--- src/rtl/seg7_pkg.sv ---
// ---------------------------------------------------------------------------
// seg7_pkg
// Shared definitions for the 7-segment scan controller:
//   - segment patterns {g,f,e,d,c,b,a}, active-high
//   - display FSM state encoding
//   - bcd_digits(): number of decimal digits needed for a WIDTH-bit value
// ---------------------------------------------------------------------------
package seg7_pkg;

    localparam logic [6:0] SEG_0    = 7'h3F;
    localparam logic [6:0] SEG_1    = 7'h06;
    localparam logic [6:0] SEG_2    = 7'h5B;
    localparam logic [6:0] SEG_3    = 7'h4F;
    localparam logic [6:0] SEG_4    = 7'h66;
    localparam logic [6:0] SEG_5    = 7'h6D;
    localparam logic [6:0] SEG_6    = 7'h7D;
    localparam logic [6:0] SEG_7    = 7'h07;
    localparam logic [6:0] SEG_8    = 7'h7F;
    localparam logic [6:0] SEG_9    = 7'h6F;
    localparam logic [6:0] SEG_DASH = 7'h40;
    localparam logic [6:0] SEG_OFF  = 7'h00;

    typedef enum logic [1:0] {
        EMPTY = 2'd0,
        CONV  = 2'd1,
        SHOW  = 2'd2
    } state_t;

    // Decimal digit count of 2^width-1, i.e. ceil(width*log10(2)).
    // 2^width is never a power of ten, so the ceiling is exact; the
    // 5-digit log10(2) approximation is good far beyond practical widths.
    // Gives 5 for width=16 (65535). The converter's top digit is
    // zero-extended to a full nibble.
    function automatic int bcd_digits(input int width);
        return (width * 30103 + 99999) / 100000;
    endfunction

endpackage

--- src/rtl/bin2bcd.sv ---
// ---------------------------------------------------------------------------
// bin2bcd
// Combinational binary -> packed BCD converter (shift-and-add-3).
// Ports:
//   i_bin  in  WIDTH     unsigned binary
//   o_bcd  out 4*DIGITS  packed BCD, digit 0 in bits [3:0]
// ---------------------------------------------------------------------------
module bin2bcd #(
    parameter int WIDTH  = 16,
    parameter int DIGITS = 5
) (
    input  logic [WIDTH-1:0]    i_bin,
    output logic [4*DIGITS-1:0] o_bcd
);

    logic [4*DIGITS+WIDTH-1:0] w_sr;

    always_comb begin
        w_sr = {{(4*DIGITS){1'b0}}, i_bin};
        for (int i = 0; i < WIDTH; i++) begin
            // Any digit >= 5 would carry past 9 after the doubling shift.
            for (int d = 0; d < DIGITS; d++) begin
                if (w_sr[WIDTH+4*d +: 4] >= 4'd5)
                    w_sr[WIDTH+4*d +: 4] = w_sr[WIDTH+4*d +: 4] + 4'd3;
            end
            w_sr = w_sr << 1;
        end
        o_bcd = w_sr[WIDTH +: 4*DIGITS];
    end

endmodule

--- src/rtl/seg7_decode.sv ---
// ---------------------------------------------------------------------------
// seg7_decode
// Combinational BCD nibble -> segment pattern. Non-decimal nibbles show a
// dash as a converter fault indicator.
// Ports:
//   i_nib  in  4  BCD nibble
//   o_seg  out 7  {g,f,e,d,c,b,a}, active-high
// ---------------------------------------------------------------------------
module seg7_decode
    import seg7_pkg::*;
(
    input  logic [3:0] i_nib,
    output logic [6:0] o_seg
);

    always_comb begin
        o_seg = SEG_DASH;
        case (i_nib)
            4'd0:    o_seg = SEG_0;
            4'd1:    o_seg = SEG_1;
            4'd2:    o_seg = SEG_2;
            4'd3:    o_seg = SEG_3;
            4'd4:    o_seg = SEG_4;
            4'd5:    o_seg = SEG_5;
            4'd6:    o_seg = SEG_6;
            4'd7:    o_seg = SEG_7;
            4'd8:    o_seg = SEG_8;
            4'd9:    o_seg = SEG_9;
            default: o_seg = SEG_DASH;
        endcase
    end

endmodule

--- src/rtl/seg7_scan_ctrl.sv ---
// ---------------------------------------------------------------------------
// seg7_scan_ctrl
// Multiplexed common-anode 7-segment display controller. A value accepted
// on the valid/ready handshake is converted to BCD in one cycle, latched
// atomically, and scanned one digit per SCAN_DIV-cycle slot. The first
// BLANK_CYC cycles of each slot drive all anodes off to avoid ghosting.
//
// Optional feature: define SEG7_LZB_EN for leading-zero blanking (digits
// above the most significant nonzero digit show no segments; digit 0 is
// always shown; anodes still strobe for uniform brightness).
//
// Ports:
//   clk       in   1       system clock
//   rst_n     in   1       async active-low reset
//   in_valid  in   1       producer has a value
//   in_ready  out  1       controller can accept (low only during CONV)
//   in_data   in   WIDTH   unsigned binary value
//   seg       out  7       {g,f,e,d,c,b,a}, active-high
//   an        out  DIGITS  digit enables, active-low, an[0] = LS digit
//   busy      out  1       conversion in flight
// ---------------------------------------------------------------------------
module seg7_scan_ctrl
    import seg7_pkg::*;
#(
    parameter int WIDTH     = 16,
    parameter int SCAN_DIV  = 27000,
    parameter int BLANK_CYC = 2,
    localparam int DIGITS   = bcd_digits(WIDTH)
) (
    input  logic              clk,
    input  logic              rst_n,
    input  logic              in_valid,
    output logic              in_ready,
    input  logic [WIDTH-1:0]  in_data,
    output logic [6:0]        seg,
    output logic [DIGITS-1:0] an,
    output logic              busy
);

    localparam int PW = $clog2(SCAN_DIV);
    localparam int IW = $clog2(DIGITS);
    localparam logic [PW-1:0] TC_P     = PW'(SCAN_DIV - 1);
    localparam logic [PW-1:0] BLANK_P  = PW'(BLANK_CYC);
    localparam logic [IW-1:0] LAST_IDX = IW'(DIGITS - 1);

    state_t              r_state;
    logic [WIDTH-1:0]    r_in;
    logic [4*DIGITS-1:0] r_dig;
    logic                r_disp_on;   // digit register holds a real value
    logic [PW-1:0]       r_pre;
    logic [IW-1:0]       r_idx;
    logic [6:0]          r_seg;
    logic [DIGITS-1:0]   r_an;
    logic                r_ready;
    logic                r_busy;

    logic [4*DIGITS-1:0] w_bcd;
    logic [3:0]          w_nib;
    logic [6:0]          w_dec;
    logic                w_slot_on;
    logic                w_lz_hit;
    logic [DIGITS-1:0]   w_an_on;

    bin2bcd #(.WIDTH(WIDTH), .DIGITS(DIGITS)) u_b2b (
        .i_bin (r_in),
        .o_bcd (w_bcd)
    );

    assign w_nib = r_dig[{r_idx, 2'b00} +: 4];

    seg7_decode u_dec (
        .i_nib (w_nib),
        .o_seg (w_dec)
    );

`ifdef SEG7_LZB_EN
    logic [DIGITS-1:0] w_lz;

    // w_lz[d] is set when digit d and every digit above it are zero.
    always_comb begin
        logic v_run;
        v_run = 1'b1;
        w_lz  = '0;
        for (int d = DIGITS - 1; d > 0; d--) begin
            v_run   = v_run & (r_dig[4*d +: 4] == 4'd0);
            w_lz[d] = v_run;
        end
    end
    assign w_lz_hit = w_lz[r_idx];
`else
    assign w_lz_hit = 1'b0;
`endif

    assign w_slot_on = r_disp_on && (r_pre >= BLANK_P);
    assign w_an_on   = ~(DIGITS'(1) << r_idx);

    always_ff @(posedge clk or negedge rst_n) begin
        if (!rst_n) begin
            r_state   <= EMPTY;
            r_in      <= '0;
            r_dig     <= '0;
            r_disp_on <= 1'b0;
            r_pre     <= '0;
            r_idx     <= '0;
            r_seg     <= SEG_OFF;
            r_an      <= '1;
            r_ready   <= 1'b1;
            r_busy    <= 1'b0;
        end else begin
            // Free-running scan timebase; a new value never resets it.
            if (r_pre == TC_P) begin
                r_pre <= '0;
                r_idx <= (r_idx == LAST_IDX) ? '0 : r_idx + 1'b1;
            end else begin
                r_pre <= r_pre + 1'b1;
            end

            if (w_slot_on) begin
                r_an  <= w_an_on;
                r_seg <= w_lz_hit ? SEG_OFF : w_dec;
            end else begin
                r_an  <= '1;
                r_seg <= SEG_OFF;
            end

            case (r_state)
                EMPTY, SHOW: begin
                    if (in_valid && r_ready) begin
                        r_in    <= in_data;
                        r_state <= CONV;
                        r_ready <= 1'b0;
                        r_busy  <= 1'b1;
                    end
                end
                CONV: begin
                    r_dig     <= w_bcd;
                    r_disp_on <= 1'b1;
                    r_state   <= SHOW;
                    r_ready   <= 1'b1;
                    r_busy    <= 1'b0;
                end
                default: r_state <= EMPTY;
            endcase
        end
    end

    assign in_ready = r_ready;
    assign busy     = r_busy;
    assign seg      = r_seg;
    assign an       = r_an;

endmodule

--- config.mk ---
export PLATFORM = sky130hd
export DESIGN_NAME = seg7_scan_ctrl
export DESIGN_NICKNAME = d
export VERILOG_FILES = /design/src/rtl/seg7_pkg.sv /design/src/rtl/bin2bcd.sv /design/src/rtl/seg7_decode.sv /design/src/rtl/seg7_scan_ctrl.sv
export SDC_FILE = /design/constraint.sdc
export NUM_CORES = 1
export LEC_CHECK = 0
export BUFFER_PORTS_ARGS = -buffer_cell sky130_fd_sc_hd__buf_2
export CORE_MARGIN = 2
export CORE_UTILIZATION = 55
export CTS_CLUSTER_DIAMETER = 30
export DETAILED_ROUTE_END_ITERATION = 10
export PLACE_DENSITY = 0.72
export SETUP_SLACK_MARGIN = 0.3
export SLEW_MARGIN = 20
export SYNTH_ARGS = -nofsm -noshare
export SYNTH_HDL_FRONTEND = slang
export SYNTH_HIERARCHICAL = 1
export SYNTH_SLANG_ARGS = --single-unit
--- constraint.sdc ---
create_clock -name clk -period 23.1 [get_ports clk]
set_clock_uncertainty 0.15 [all_clocks]
set_input_delay 1.155 -clock clk [delete_from_list [all_inputs] [get_ports clk]]
set_output_delay 1.155 -clock clk [all_outputs]
set_load 0.02 [all_outputs]
# --- Yosys cells after proc, flatten, opt, wreduce, memory -nomap -nowiden ---
# Memory sizes are Yosys's and may differ from the RTL's.
# Index checks and enable logic that the tools add are counted.
op_classes:
  n_addsub: 67
  n_lt_le_gt_ge: 66
  n_eq_ne: 5
  shift: 2
  n_mux: 75
  bitwise: 1
  n_reduce_logical: 7
op_table:
  columns: ["operator", "n"]
  rows:
  - ["$ge 4x3->1 const B", 60]
  - ["$mux 4", 52]
  - ["$add 4x2->4 const B", 50]
  - ["$mux 3", 14]
  - ["$add 3x2->3 const B", 10]
  - ["$shiftx 20x6->4", 1]
  - ["$add 15x1->15 const B", 1]
  - ["$eq 15x15->1 const B", 1]
  - ["$ge 15x2->1 const B", 1]
  - ["$mux 15", 1]
  - ["$add 1x2->3 const B", 3]
  - ["$ge 1x3->1 const B", 3]
  - ["$mux 7", 1]
  - ["$add 1x2->3 const AB", 2]
  - ["$ge 1x3->1 const AB", 2]
  - ["$mux 5", 1]
  - ["$not 5->5", 1]
  - ["$shl 1x3->5 const A", 1]
  - ["$pmux 1 s2", 2]
  - ["$pmux 2 s2", 1]
  - ["$reduce_and 2->1", 2]
  - ["$add 3x1->3 const B", 1]
  - ["$eq 3x3->1 const B", 1]
  - ["$eq 2x1->1 const B", 1]
  - ["8 further kinds", 10]
totals:
  reg_bits: 71
  rom_bits: 112
  output_inout_bits: 14
  elab_cells: 234
  memories: 1
memory_table:
  columns: ["name", "words", "word_bits", "rd", "rd_ports_with_merged_regs", "wr", "line", "text"]
  rows:
  - ["(name not given)", 16, 7, 1, 0, 0, "seg7_decode.sv:18", "case (i_nib)"]

# --- Logic depth before layout (Yosys ltp) ---
# Gate-level depths: netlist of run 1.
depth:
  depth_word: 30
  depth_mapped: 66

# --- Modules after synthesis ---
# The synthesis of run 1 kept the hierarchy.
modules_own_cells:
  columns: ["mod", "instances", "cells_per_inst", "area_per_inst_um2", "seq_area_each_um2"]
  rows:
  - ["bin2bcd", 1, 755, 5336.4, 0.0]
  - ["seg7_scan_ctrl", 1, 282, 3054.2, 1784.2]
  - ["seg7_decode", 1, 29, 227.7, 0.0]

# --- Worst setup path after synthesis of run 1 ---
# Ideal clock, no wire load.
synth_timing:
  kind: "register -> register"
  startpoint: "register r_in[13]"
  endpoint: "register r_dig[11]"
  setup_ns: 0.117
  t_arrival_ns: 11.889
  path_slack_ns: 10.944
  stages_incl_launch_ff: 60
  synth_period_minus_slack_ns: 12.156
  path_cell_list: "dfrtp_1 -> buf_2 -> inv_1 -> ha_1 -> inv_1 -> ha_1 -> a21oi_4 -> xnor2_2 -> ha_1 -> and2b_1 -> nor3_1 -> o31ai_2 -> nand2_1 -> ha_1 -> and2b_1 -> nor3_1 -> o311a_4 -> nor3_4 -> [24 not listed] -> mux2i_1 -> o311ai_2 -> and2_1 -> buf_2 -> ha_1 -> a41oi_1 -> o211a_1 -> a311oi_1 -> o31a_1 -> or2_4 -> o32a_4 -> ha_1 -> a21oi_1 -> a31oi_1 -> nor2b_1 -> mux2_1 -> nand2_1 -> nand2_1"
synth_between:
  elab_chain_cells: 26
  word_cells_on_any_way: 99
synth_rtl:
  columns: ["item", "line", "text"]
  rows:
  - ["start: declaration", "seg7_scan_ctrl.sv:47", "logic [WIDTH-1:0] r_in;"]
  - ["start signal: assignment", "seg7_scan_ctrl.sv:129", "r_in <= in_data;"]
  - ["$add 4x2->4 or $ge 4x3->1 (tied branches)", "bin2bcd.sv:24, bin2bcd.sv:23", null]
  - ["$mux 4 (*)", "bin2bcd.sv:23", "if (w_sr[WIDTH+4*d +: 4] >= 4'd5)"]
  - ["$add 4x2->4 or $ge 4x3->1 (tied branches)", "bin2bcd.sv:24, bin2bcd.sv:23", null]
  - ["$mux 4", "bin2bcd.sv:23", null]
  - ["$add 4x2->4 or $ge 4x3->1 (tied branches)", "bin2bcd.sv:24, bin2bcd.sv:23", null]
  - ["$mux 4", "bin2bcd.sv:23", null]
  - ["$ge 4x3->1 or $add 4x2->4 (tied branches)", "bin2bcd.sv:23, bin2bcd.sv:24", null]
  - ["$mux 4", "bin2bcd.sv:23", null]
  - ["[11 not listed]", null, null]
  - ["$mux 4", "bin2bcd.sv:23", null]
  - ["$add 4x2->4 or $ge 4x3->1 (tied branches)", "bin2bcd.sv:24, bin2bcd.sv:23", null]
  - ["$mux 4", "bin2bcd.sv:23", null]
  - ["$add 4x2->4 or $ge 4x3->1 (tied branches)", "bin2bcd.sv:24, bin2bcd.sv:23", null]
  - ["$mux 4", "bin2bcd.sv:23", null]
  - ["$add 4x2->4 or $ge 4x3->1 (tied branches)", "bin2bcd.sv:24, bin2bcd.sv:23", null]
  - ["$mux 4 (*)", "bin2bcd.sv:23", null]
  - ["via w_bcd[11]", "seg7_scan_ctrl.sv:57", "logic [4*DIGITS-1:0] w_bcd;"]
  - ["end signal: assignment", "seg7_scan_ctrl.sv:136", "r_dig <= w_bcd;"]
  - ["end: declaration", "seg7_scan_ctrl.sv:48", "logic [4*DIGITS-1:0] r_dig;"]
# Mark *: on every way through the listed nets, which the timed path passes. The rest lies on a longest branch.
# A chain may end at the register's enable or synchronous reset.

# --- Worst setup path in the final report of run 1 ---
layout_timing:
  startpoint: "register r_in[13]"
  endpoint: "register r_dig[18]"
layout_between:
  elab_chain_cells: 26
  word_cells_on_any_way: 135
layout_rtl:
  columns: ["item", "line", "text"]
  rows:
  - ["$add 4x2->4 or $ge 4x3->1 (tied branches)", "bin2bcd.sv:24, bin2bcd.sv:23", null]
  - ["$mux 4 (*)", "bin2bcd.sv:23", null]
  - ["$add 4x2->4 or $ge 4x3->1 (tied branches)", "bin2bcd.sv:24, bin2bcd.sv:23", null]
  - ["$mux 4", "bin2bcd.sv:23", null]
  - ["$add 4x2->4 or $ge 4x3->1 (tied branches)", "bin2bcd.sv:24, bin2bcd.sv:23", null]
  - ["$mux 4", "bin2bcd.sv:23", null]
  - ["$add 4x2->4 or $ge 4x3->1 (tied branches)", "bin2bcd.sv:24, bin2bcd.sv:23", null]
  - ["$mux 4", "bin2bcd.sv:23", null]
  - ["[11 not listed]", null, null]
  - ["$mux 4 or $mux 3 (tied branches)", "bin2bcd.sv:23", null]
  - ["$add 4x2->4, or another cell as far along", "bin2bcd.sv:24", "w_sr[WIDTH+4*d +: 4] = w_sr[WIDTH+4*d +: 4] + 4'd3;"]
  - ["$mux 4 or $mux 3 (tied branches)", "bin2bcd.sv:23", null]
  - ["$add 4x2->4, or another cell as far along", "bin2bcd.sv:24", null]
  - ["$mux 4 or $mux 3 (tied branches)", "bin2bcd.sv:23", null]
  - ["$ge 4x3->1 or $add 3x2->3 (tied branches)", "bin2bcd.sv:23, bin2bcd.sv:24", null]
  - ["$mux 3 (*)", "bin2bcd.sv:23", null]
  - ["via w_bcd[18]", "seg7_scan_ctrl.sv:57", null]
# Marked as above.

==> results.ini, run 1 <==
[yosys]
synth_common_cells=nand2_1 (145), nor2_1 (76), dfrtp_1 (65), nand3_1 (51), a21oi_1 (50)
synth.distinct_cells=130
ys_seq_area_share_pct=20.7
netlist.area_leader.share_pct=18.9
avgSynthCellArea_um2=8.08
synth_most_common_cell=nand2_1
ys_seq_elements=71
synthFlopType=dfrtp_1
synthArstFlopShare_pct=100
synth.cell_area_um2=8620
ys_warn_count=6
yosys.area.top_type=dfrtp_1
synth_edf_count=0
synthCells=1066
synth_area_leaders=dfrtp_1 (19%), nand2_1 (6.3%), ha_1 (6.0%)
synth_fp_nets=1126

[setup_path]
cp-end-kind=flip-flop
worstPathRequired_ns=23.17
arrival_ns=13.45
crit_slowest_cell=xnor3_1
crit_top_cell=ha_1
worst-setup-path-type=flip-flop to flip-flop
path_max_fanout=10
cpPeakStageDelay_ns=0.59
startpoint_type=flip-flop

[sta]
setup_viol=0
worst_slew_pin_slew_ns=0.938
fin_crit_sh_pct=57.9
drv_slew=0
hold_viol_final=0
fin_setup_tns_ns=0
fmax_mhz=74.7
finalCriticalPeriod_ns=13.38
max_slew_margin_pct=37.4
grt_setup_unrepaired=false

[finish]
finish.utilization_pct=59.7
finalNonFillerCells=1277
final_nets=1121
antennaDiodeCount=0
n_fill_cell=1373
drive_gt1_share_pct=17.4
final-seq-area_um2=1780
area_growth_pct=5.75
final_cell_area_um2=9110
multi_input_area_um2=6390

[route]
num_vias=7915
dr.pass1.iters=5
via_per_inst=6.20
drtAntennaViolNets=0
drtIter0Drc=697
wl_um=18700
drc=0
avgRoutedWirePerCell_um=14.6

[clock_tree]
cts_buffers=9
htree_levels=3
clk_pin_slew_worst_paths_ns=0.06
ctsHoldBuffers=0
cts_sinks=71
post_cts_resized=0
post-cts-setup-buffers=0
clk_latency_ns=0.34
cts_tree=done
clockRootBuffer=clkbuf_16
cts_max_path_buffers=2

[floorplanning]
dieArea_um2=16700
die_x_um=129
rows=45
start_util_pct=56.5
ios=33
die-height_um=129
core_um2=15300

[worst_hold_path]
hp-class=flip-flop to flip-flop

[global_route]
grtUsageTotal_pct=22.9
grt_pass1_wl_um=32400
antenna_found_initial=0
grt_max_degree=72
grt.overflow.total=0
grt_pass1_vias=7092

[placement]
place_area_um2=8810
gp_congestion=0.865
dp_hpwl_um=13500
place_inst=1261
place.port_buffers=32

[outcome]
status=completed

[run]
cap_violations=0

[final timing paths]
check	start	to	slack, ns	depth (start not counted)
max	r_in[13]	r_dig[18]	9.72	60
min	in_ready	in_ready	0.31	2
max reg2reg	r_in[13]	r_dig[18]	9.72	60
min reg2reg	in_ready	in_ready	0.31	2
max in group asynchronous	rst_n	r_dig[13]	21.33	2
min in group asynchronous	rst_n	r_in[9]	0.86	2
[area by class of cell]
class / instances / share of cell area (%)
well taps: 211 / 2.90
flip-flops and latches: 71 / 19.6
clock inverters: 7 / 0.865
multi-input cells: 896 / 70.1
repair buffers: 36 / 2.09
inverters: 47 / 1.99
clock buffers: 9 / 2.47
[metal layers]
layer | track usage [%] | vias to the layer above | routed length [µm]
met1 | 32.3 | 3737 | 9290
met3 | 2.89 | 20 | 642
met4 | 4.54 | 0 | 178
met2 | 37.9 | 183 | 8590
met5 | 0 | - | 0
li1 | - | 3975 | -
[state kept, by name, summed over array words and instances, names as in the netlist, 2 cells and up]
register  count
r_pre        15
an            5
r_idx         3
seg           7
r_in         16
r_dig        20
r_state       2
[layout by cell type (no fill, tap or decap), types with 8 or more instances in the layout]
cell type and n:
o21a_1 9, nor4_1 9, nand2b_1 16, o211ai_1 12, o31ai_1 8, nand3_1 51
xnor2_1 19, and2_1 18, dfrtp_1 65, o22ai_1 10, mux2_2 25, a211oi_1 10
nor3_1 34, inv_1 39, and3_1 9, ha_1 41, a31oi_1 12, o21ai_0 43
clkbuf_16 9, nand4_1 13, nor2_1 76, a21oi_1 50, a21o_1 13, xor2_1 10
a21oi_2 9, nor2b_1 11, o21ai_1 15, nand2_1 145, mux2i_1 12, buf_2 32
[worst max-delay path, delay by kind of cell, from the launching register on]
| kind | cells | cell delay, ns |
|---|---|---|
| xor gates and xnor gates | 4 | 1.34 |
| and+or+nand+nor | 20 | 3.48 |
| adders and majority gates | 11 | 2.83 |
| buffers and inverters | 5 | 0.41 |
| AOI/OAI and AO/OA | 17 | 3.70 |
| DFF | 1 | 0.52 |
| muxes | 3 | 0.83 |
[kinds of logic after synthesis]
logic type                 after synthesis  share of synthesized area, %
buffers and inverters                   99                          5.15
and+or+nand+nor                        447                          26.4
DFF                                     71                          20.7
xor gates and xnor gates                37                          4.66
muxes                                   51                          7.58
adders and majority gates               44                          6.32
AOI/OAI and AO/OA                      317                          29.2
[through the flow]
step                worst slack [ns]  hold slack, ns
floorplan                      10.94           0.285
global placement               10.35           0.301
detailed placement              9.82           0.303
CTS                             9.77           0.316
global route                    8.56           0.329
finish                          9.72           0.314
Power of run 1 is left out: the tool's default activity adds up to more than one toggle a clock period on the data nets, which glitch-free logic cannot reach.
==> inputs of run 2 (changes only) <==
--- a/config.mk
+++ b/config.mk
@@ -10,7 +10,7 @@
 export CORE_UTILIZATION = 55
 export CTS_CLUSTER_DIAMETER = 30
 export DETAILED_ROUTE_END_ITERATION = 10
-export PLACE_DENSITY = 0.72
+export PLACE_DENSITY = 0.75
 export SETUP_SLACK_MARGIN = 0.3
 export SLEW_MARGIN = 20
 export SYNTH_ARGS = -nofsm -noshare
==> constraint.sdc (replaced) <==
create_clock -name clk -period 12.06 [get_ports clk]
set_clock_uncertainty 0.15 [all_clocks]
set_input_delay 0.603 -clock clk [delete_from_list [all_inputs] [get_ports clk]]
set_output_delay 0.603 -clock clk [all_outputs]
set_load 0.02 [all_outputs]
==> results.ini, run 2 (synthesis results as in run 1) <==
[outcome]
status=completed

[finish]
largest_reg_flops=20
drive_gt1_share_pct=22.8
antennaDiodeCount=0
layout_common_cells=nand2_1 (144), nor2_1 (75), dfrtp_1 (65)
final_cell_area_um2=9590
regMostFlops=r_dig
final_common_cell=nand2_1
finalNonFillerCells=1309
final_nets=1153
n_fill_cell=1301
area_growth_pct=11.2
largestRegisters=r_dig x20, r_in x16, r_pre x15
finish.utilization_pct=62.8

[clock_tree]
clockRootBuffer=clkbuf_16
htree_levels=3
cts_tree=done
clk_latency_ns=0.35
cts_sinks=71
cts_buffers=9
ctsHoldBuffers=0
clk_pin_slew_worst_paths_ns=0.07
cts_max_path_buffers=2

[route]
drtIter0Drc=833
drt-met1-wl_um=9460
dr.pass1.iters=7
route.met2.wl_um=9710
via_per_inst=6.25
drtAntennaViolNets=0
highest_layer=met4
wl_um=20300
avgRoutedWirePerCell_um=15.5
wl_met3_um=835
drc=0
num_vias=8180

[setup_path]
worst-setup-path-type=flip-flop to flip-flop
startpoint_type=flip-flop
cpPeakStageDelay_ns=0.44
arrival_ns=11.41
critPathBufInv=5
cp-end-kind=flip-flop
worstRegToRegCells=60
crit_family=simple AND/OR/NAND/NOR gates
path_max_fanout=8
rrSetupSlack_ns=0.73
crit_slowest_cell=o311ai_4
rr_startpoint=r_in[14]
r2r_end=r_dig[18]
worstPathRequired_ns=12.13

[floorplanning]
ios=33
die-height_um=129
rows=45
start_util_pct=56.5
die_x_um=129
dieArea_um2=16700
core_um2=15300

[sta]
grt_setup_unrepaired=false
whs_ns=0.287
worst_slew_pin_slew_ns=0.953
max_slew_margin_pct=36.5
drv_slew=0
hold_viol_final=0
fmax_mhz=88.2
fin_crit_sh_pct=94.0
finalCriticalPeriod_ns=11.33
setup_viol=0

[placement]
place_inst=1270
gp_congestion=0.890
place_area_um2=8910
place.port_buffers=32
dp_hpwl_um=14000

[worst_hold_path]
hp-class=primary input to async pin

[global_route]
grt_max_degree=72
grt_pass1_vias=7330
grtUsageTotal_pct=23.7
grt_pass1_wl_um=33300
antenna_found_initial=0
grt.overflow.total=0

[run]
cap_violations=0

[run 2: cell count changes in the layout (fill, tap and decap cells not counted), sizes merged]
cell and change:
buf +32, inv -2, bufinv +2, clkinvlp -2, clkinv +2
[run 2: final cells by class]
type	count	area, µm²	area share, %
clock buffers	9	225	2.35
well taps	211	264	2.75
flip-flops and latches	71	1780	18.6
inverters	47	181	1.89
multi-input cells	896	6580	68.6
clock inverters	7	120	1.25
repair buffers	68	430	4.49
[run 2: metal layers]
| layer | vias to the layer above | GRT usage (%) |
|---|---|---|
| met2 | 202 | 40.2 |
| met3 | 29 | 3.43 |
| met5 | - | 0 |
| met4 | 0 | 6.33 |
| met1 | 3917 | 31.8 |
| li1 | 4032 | - |
[run 2: worst max-delay path by stage]
stage	start	to	slack [ns]	cells past startpoint
finish	r_in[14]	r_dig[18]	0.73	60
global route	r_in[14]	r_dig[18]	0.13	60
CTS	r_in[14]	r_dig[18]	0.30	62
detailed placement	r_in[14]	r_dig[18]	-0.27	61
global placement	r_in[14]	r_dig[11]	0.13	59
floorplan	r_in[13]	r_dig[11]	0.31	62
[run 2: per-stage QoR]
stage	TNS, ns	worst slack, ns
5_1_grt	0	0.126
4_1_cts	0	0.305
6_report	0	0.727
3_3_place_gp	0	0.128
2_1_floorplan	0	0.313
3_5_place_dp	-1.73	-0.273
[run 2: timing repair]
action / 4_1_cts / 5_1_grt
buffers inserted: 4 / 19
pin swaps: 3 / 17
gates resized for setup: 14 / 23
endpoints found under the setup margin: 11 / 14
Power of run 2 is left out for the same reason.
==> inputs of run 3 (changes only) <==
--- a/config.mk
+++ b/config.mk
@@ -11,6 +11,7 @@
 export CTS_CLUSTER_DIAMETER = 30
 export DETAILED_ROUTE_END_ITERATION = 10
 export PLACE_DENSITY = 0.75
+export REMOVE_ABC_BUFFERS = 1
 export SETUP_SLACK_MARGIN = 0.3
 export SLEW_MARGIN = 20
 export SYNTH_ARGS = -nofsm -noshare
==> results.ini, run 3 (synthesis results as in run 1) <==
[clock_tree]
cts_tree=done
ctsHoldBuffers=0
clockRootBuffer=clkbuf_16
htree_levels=3
cts_sinks=71
cts_buffers=9
clk_pin_slew_worst_paths_ns=0.06
cts_max_path_buffers=2
clk_latency_ns=0.34

[global_route]
grt_max_degree=72
use_met2_pct=37.5
grtUsageTotal_pct=23.5
grt_busiest_layer=met2
antenna_found_initial=0
grt.overflow.total=0
grt_pass1_wl_um=33100
use_met3_pct=3.55
grt.met1_usage_pct=33.6
grt_pass1_vias=7182

[route]
wl_um=20100
drc=0
drtIter0Drc=804
drtAntennaViolNets=0
avgRoutedWirePerCell_um=15.3
via_per_inst=6.22
num_vias=8201
dr.pass1.iters=5

[sta]
hold_viol_final=0
finalCriticalPeriod_ns=11.19
setup_viol=0
worst_slew_pin_slew_ns=1.01
drv_slew=0
setup_ws_ns=0.871
grt_setup_unrepaired=false
max_slew_margin_pct=31.8
whs_ns=0.305
fmax_mhz=89.4
fin_crit_sh_pct=92.8

[finish]
antennaDiodeCount=0
final_common_cell=nand2_1
drive_gt1_share_pct=24.0
regMostFlops=r_dig
multi_input_area_um2=6600
n_fill_cell=1324
final_cell_area_um2=9660
largest_reg_flops=20
final-seq-area_um2=1780
area_growth_pct=12.0
final_nets=1162
largestRegisters=r_dig x20, r_in x16, r_pre x15
layout_common_cells=nand2_1 (144), nor2_1 (73), dfrtp_1 (65)

[placement]
dp_slack_ns=-0.0892
place.port_buffers=32
gp_congestion=0.887
place_area_um2=8910
dp_hpwl_um=14000

[floorplanning]
rows=45
die_x_um=129
start_util_pct=56.5
dieArea_um2=16700
core_um2=15300
die-height_um=129
ios=33

[setup_path]
arrival_ns=11.26
crit_slowest_cell=dfrtp_1
crit_top_cell=ha_1
startpoint_type=flip-flop
cpPeakStageDelay_ns=0.43
cp-end-kind=flip-flop
path_max_fanout=6
worst-setup-path-type=flip-flop to flip-flop
worstPathRequired_ns=12.13

[run]
cap_violations=0

[worst_hold_path]
hp-class=primary input to async pin

[outcome]
status=completed

## run 3: cell types whose count changed in the layout (fill, tap and decap cells not counted), sizes merged
cell    before  now
buf         68   77
bufinv       3    2
inv         44   43
clkbuf       9   11
## run 3: final cells by class
cell class | count | share of cell area (%)
flip-flops and latches | 71 | 18.5
repair buffers | 77 | 5.16
clock inverters | 5 | 0.842
inverters | 47 | 1.90
clock buffers | 11 | 2.51
well taps | 211 | 2.73
multi-input cells | 896 | 68.4
## run 3: worst paths after layout
check | depth (start not counted) | to | startpoint | slack, ns
hold reg to reg | 2 | in_ready | in_ready | 0.31
min in group clk | 2 | in_ready | in_ready | 0.31
max in group asynchronous | 2 | r_pre[13] | rst_n | 10.83
setup reg to reg | 60 | r_dig[18] | r_in[14] | 0.87
hold / removal | 2 | r_in[9] | rst_n | 0.30
setup / recovery | 60 | r_dig[18] | r_in[14] | 0.87
## run 3: worst max-delay path, delay by kind of cell (launching register included)
kind	cells	cell delay, ns
multiplexers	3	0.70
flip-flops	1	0.43
AO/OA/AOI/OAI	17	3.14
buffers and inverters	6	0.40
AND/OR/NAND/NOR	20	3.29
adder cells (fa/ha/maj)	11	2.29
XOR/XNOR	3	0.66
## run 3: per-layer routing
metal,up-vias,part of all wire [%]
met1,3898,48
met5,-,0
met3,33,4.3
met2,229,46
met4,0,1.6
li1,4041,-
## run 3: through the flow
| stage | instances | TNS (ns) | util (%) |
|---|---|---|---|
| final | 1318 | 0 | 63.3 |
| after global routing | 1318 | 0 | 63.3 |
| after CTS | 1293 | 0 | 61.0 |
| after detailed placement | 1274 | -0.199 | 58.4 |
| after global placement | 1274 | 0 | 58.4 |
| after floorplan | 1014 | 0 | - |
## run 3: what timing repair did
action | 4_1_cts | 5_1_grt
cloned | 0 | 0
pin swaps | 1 | 23
hold endpoints to repair | 0 | 0
endpoints found under the setup margin | 11 | 11
resized for setup | 13 | 41
setup buffers | 3 | 25
Power of run 3 is left out for the same reason.
